===== src/rtl/piccolo80_round_sched.sv =====
// Iterative Piccolo-80 round scheduler: whitening, state register and round sequencing
// around an external combinational single-round datapath.
module piccolo80_round_sched #(
  parameter int ROUNDS = 25,
  parameter int KSLOTS = 5
) (
  input  logic        clk,
  input  logic        reset,
  input  logic        in_valid,
  output logic        in_ready,
  input  logic [63:0] plaintext,
  input  logic [79:0] keyin,
  output logic        out_valid,
  input  logic        out_ready,
  output logic [63:0] ciphertext,
  output logic [63:0] rnd_din,
  output logic [4:0]  rnd_idx,
  output logic [2:0]  key_sel,
  output logic        rnd_last,
  input  logic [63:0] rnd_dout,
  output logic        busy
);

  typedef enum logic [1:0] {S_IDLE, S_RUN, S_DONE} state_t;

  state_t      r_state, w_state_nx;
  logic        r_alive;
  logic [79:0] r_key;
  logic [63:0] r_st, r_ct;
  logic [4:0]  r_idx;
  logic [2:0]  r_ksel;
  logic        w_accept, w_last;
  logic [15:0] w_wk0, w_wk1, w_wk2, w_wk3;

  // XOR whitening keys into the two even 16-bit words (word 0 is the MSB word)
  function automatic logic [63:0] whiten(input logic [63:0] x, input logic [15:0] wa,
                                         input logic [15:0] wb);
    return {x[63:48] ^ wa, x[47:32], x[31:16] ^ wb, x[15:0]};
  endfunction

  // k0 = keyin[79:64] ... k4 = keyin[15:0]
  assign w_wk0 = {keyin[79:72], keyin[55:48]};
  assign w_wk1 = {keyin[63:56], keyin[71:64]};
  assign w_wk2 = {r_key[15:8],  r_key[23:16]};
  assign w_wk3 = {r_key[31:24], r_key[7:0]};

  assign w_last   = (r_state == S_RUN) && (r_idx == 5'(ROUNDS - 1));
  // r_alive keeps in_ready low while reset is held and until the first edge after release
  assign in_ready = r_alive && ((r_state == S_IDLE) || ((r_state == S_DONE) && out_ready));
  assign w_accept = in_valid && in_ready;

  always_comb begin
    w_state_nx = r_state;
    case (r_state)
      S_IDLE:  if (w_accept) w_state_nx = S_RUN;
      S_RUN:   if (w_last) w_state_nx = S_DONE;
      S_DONE:  if (out_ready) w_state_nx = w_accept ? S_RUN : S_IDLE;
      default: w_state_nx = S_IDLE;
    endcase
  end

  always_ff @(posedge clk or posedge reset) begin
    if (reset) begin
      r_state <= S_IDLE;
      r_alive <= 1'b0;
    end else begin
      r_state <= w_state_nx;
      r_alive <= 1'b1;
    end
  end

  always_ff @(posedge clk or posedge reset) begin
    if (reset) begin
      r_key  <= '0;
      r_st   <= '0;
      r_ct   <= '0;
      r_idx  <= '0;
      r_ksel <= '0;
    end else begin
      if (w_accept) begin
        r_key  <= keyin;
        r_st   <= whiten(plaintext, w_wk0, w_wk1);
        r_idx  <= '0;
        r_ksel <= '0;
      end else if (r_state == S_RUN && !w_last) begin
        r_st   <= rnd_dout;
        r_idx  <= r_idx + 5'd1;
        r_ksel <= (r_ksel == 3'(KSLOTS - 1)) ? 3'd0 : r_ksel + 3'd1;
      end
      // final round: index/slot/state freeze so they hold their last values outside RUN
      if (w_last) r_ct <= whiten(rnd_dout, w_wk2, w_wk3);
    end
  end

  assign rnd_din    = r_st;
  assign rnd_idx    = r_idx;
  assign key_sel    = r_ksel;
  assign rnd_last   = w_last;
  assign ciphertext = r_ct;
  assign out_valid  = (r_state == S_DONE);
  assign busy       = (r_state == S_RUN);

endmodule

===== config.mk =====
export PLATFORM = sky130hd
export DESIGN_NAME = piccolo80_round_sched
export DESIGN_NICKNAME = d
export VERILOG_FILES = /design/src/rtl/piccolo80_round_sched.sv
export SDC_FILE = /design/constraint.sdc
export NUM_CORES = 1
export LEC_CHECK = 0
export ABC_AREA = 1
export ABC_CLOCK_PERIOD_IN_PS = 6960
export CELL_PAD_IN_SITES_DETAIL_PLACEMENT = 1
export CELL_PAD_IN_SITES_GLOBAL_PLACEMENT = 1
export CORE_ASPECT_RATIO = 0.75
export CORE_MARGIN = 3
export CORE_UTILIZATION = 31
export CTS_BUF_LIST = sky130_fd_sc_hd__clkbuf_2 sky130_fd_sc_hd__clkbuf_4 sky130_fd_sc_hd__clkbuf_8
export DETAILED_ROUTE_END_ITERATION = 8
export GPL_ROUTABILITY_DRIVEN = 0
export PLACE_DENSITY = 0.94
export REMOVE_ABC_BUFFERS = 1
export SLEW_MARGIN = 20
export SYNTH_ARGS = -nofsm -noshare
export SYNTH_HDL_FRONTEND = slang
export SYNTH_SLANG_ARGS = --single-unit

===== constraint.sdc =====
create_clock -name clk -period 6.96 [get_ports clk]
set_input_delay 1.044 -clock clk [delete_from_list [all_inputs] [get_ports clk]]
set_output_delay 1.044 -clock clk [all_outputs]
set_load 0.01 [all_outputs]

==> reports/metrics.yaml <==
status:
  outcome: "complete, no violations"
synth:
  syn_area_per_cell_um2: 8.448
  synth.yosys.warnings: 0
  synthTopCellsByCount: "335 x nand2_1, 236 x nand3_1, 171 x dfrtp_1"
  synth.cell_area_mm2: 0.008025
  ys.flop_type: "dfrtp_1"
  synth_enable_flop_cells: 0
  ys_top_cells_by_area: "dfrtp_1 53%, nand2_1 16%, nand3_1 15%"
  synth_top_area_cell: "dfrtp_1"
  yosysMostFrequentCell: "nand2_1"
  yosysUniqueCellTypes: 21
  synth_top_cell_area_share_pct: 53.32
  async_reset_ff_share_pct: 100.0
  ys_ff_latch: 171
  yosysSeqAreaShare_pct: 53.32
  synth_cells: 950
global_route:
  antenna_found_initial: 1
  grt-ovfl-total: 0
  grt_pass1_wl_um: 49530
  grt_max_degree: 88
  grt_usage_pct: 22.68
  first_global_vias: 8981
clock_tree:
  path_clk_slew_ns: 0.10
  tritoncts: "yes"
  cts_hold_buffers: 0
  root_buffer: "clkbuf_8"
  htreeDepth: 4
  clock_sinks: 171
  cts_buffer_depth: 2
  insertion_delay_ns: 0.47
  cts_resized: 0
  post-cts-setup-buffer-count: 0
  cts_inserted_buffers: 17
timing:
  setup_viol: 0
  finClkSkew_ns: 0.01010
  finalHoldViolCount: 0
  max_slew_margin_pct: 29.29
  slew_viol_final: 0
  finalCritPeriodShare_pct: 66.61
  post-route-min-period_ns: 4.636
  fmax_mhz: 215.7
  rsz0062_at_grt: "no"
  setup-tns-final_ns: 0
  tightest_slew_ns: 1.058
critical_path:
  critPathKind: "reg -> out"
  crit_start: "rnd_idx[0]"
  cp-start-kind: "flop"
  cp_max_fo: 34
  worstPathRequired_ns: 5.92
  reg2reg_from: "rnd_idx[0]"
  arrival_ns: 3.59
  worst_setup_path_end_kind: "primary output"
power:
  p_total_w: 0.004667
  leakage_nw: 5.431
  irDropWorstVdd_uv: 184.3
  p_per_area_mw_per_mm2: 389.8
placed_design:
  io_buffer_count: 335
  place_area_mm2: 0.01155
  dp_hpwl_um: 21530
floorplan:
  die_x_um: 191.8
  num_io_pins: 352
  num_rows: 50
  core_area_mm2: 0.02521
  dieArea_mm2: 0.02787
  floorplan.initialDensity_pct: 31.83
  die_h_um: 145.3
min_path:
  hp-class: "reg -> reg"
  hold_start: "ciphertext[1]"
layout:
  fin_area_mm2: 0.01197
  final_core_util_pct: 47.49
  drive_above_1_share_pct: 4.293
  syn_to_final_growth_pct: 49.19
  final_nets: 1461
  antenna_cells: 0
  nFillCells: 2939
drt:
  post_drt_wl_per_cell_um: 19.75
  drc: 0
  via_count: 8023
  drtIter0Drc: 281
  firstDrtPassIters: 4
  wirelength_um: 31520
  ant_nets: 0
  viasPerCell: 5.027
flow_run:
  cap_violations: 0
-- cells in the final DEF, fill, tap and decap left out, types with 2 or more instances in the layout --
master | synthesis | layout
nor2_1 | 5 | 4
clkdlybuf4s50_1 | 0 | 334
inv_2 | 4 | 3
nand2_1 | 335 | 335
nor2_4 | 2 | 4
dfrtp_1 | 171 | 171
xnor2_1 | 65 | 65
bufinv_16 | 0 | 2
ha_1 | 4 | 4
nand4_1 | 2 | 2
inv_1 | 15 | 14
nand3_1 | 236 | 235
o21ai_1 | 12 | 12
clkinvlp_4 | 0 | 2
clkinv_4 | 0 | 4
nand2_2 | 2 | 2
inv_6 | 0 | 5
buf_4 | 3 | 9
o21ai_0 | 26 | 26
clkbuf_8 | 0 | 19
-- cell type report --
type,count,area (um^2),share of cell area (%)
Sequential cell,171,4279,35.74
Multi-Input combinational cell,693,3364,28.10
Clock buffer,19,261.5,2.184
Clock inverter,13,156.4,1.306
Tap cell,338,422.9,3.532
Timing Repair Buffer,343,3411,28.49
Inverter,19,77.57,0.6479
-- worst max-delay path, cell delays in order, from the launching register on --
cell	delay, ns
dfrtp_1	0.46
inv_1	0.13
ha_1	0.16
nand2_1	0.07
inv_1	0.08
nand2_2	0.49
nor2_4	1.02
clkdlybuf4s50_1	0.70
-- flip-flops by register name (all words and copies together) (netlist names) --
register and cells:
ciphertext 64, rnd_din 64, r_key 32, rnd_idx 5, key_sel 3, r_state 2, r_alive 1
-- per-layer routing --
metal	GRT usage (%)	up-vias	wire, um
li1	-	3663	-
met5	0	-	0
met4	6.234	0	620
met3	7.007	40	2676
met1	26.36	4043	12400
met2	40.29	277	15820
-- through the flow --
| stage | worst slack, ns | hold slack (ns) | std cells |
|---|---|---|---|
| 2_1_floorplan | 1.284 | 0.4695 | 883 |
| 3_3_place_gp | 2.723 | 0.4532 | 1564 |
| 3_5_place_dp | 2.704 | 0.4582 | 1564 |
| 4_1_cts | 2.242 | 0.4833 | 1596 |
| 5_1_grt | 1.994 | 0.5117 | 1596 |
| 6_report | 2.324 | 0.4771 | 1596 |
-- path summary, 6_finish.rpt --
path / cells after the start / end / slack, ns
setup / recovery: 7 / rnd_last / 2.32
hold / removal: 2 / ciphertext[1] / 0.48
setup reg to reg: 10 / ciphertext[52] / 2.89
hold reg to reg: 2 / ciphertext[1] / 0.48
max in group asynchronous: 3 / rnd_din[2] / 4.60
min in group asynchronous: 2 / rnd_din[33] / 1.08
-- power by group --
part / internal (W) / leakage [nW] / total, W / switching, W
Combinational: 0.00107 / 3.30 / 0.00215 / 0.00107
Clock: 0.000348 / 0.206 / 0.000759 / 0.000412
Sequential: 0.00145 / 1.92 / 0.00176 / 0.000312
-- cells by family (layout without fill, tap and decap cells) --
| family | Yosys count | count (layout) | synth area share (%) |
|---|---|---|---|
| flip-flops | 171 | 171 | 53.32 |
| adder cells (fa/ha/maj) | 4 | 4 | 0.6237 |
| AND/OR/NAND/NOR | 584 | 584 | 31.37 |
| other | 1 | 1 | 0.04673 |
| XOR/XNOR | 66 | 66 | 7.203 |
| buffers and inverters | 86 | 394 | 5.067 |
| AO/OA/AOI/OAI | 38 | 38 | 2.370 |
No activity file was read; power rests on OpenSTA's default activity.
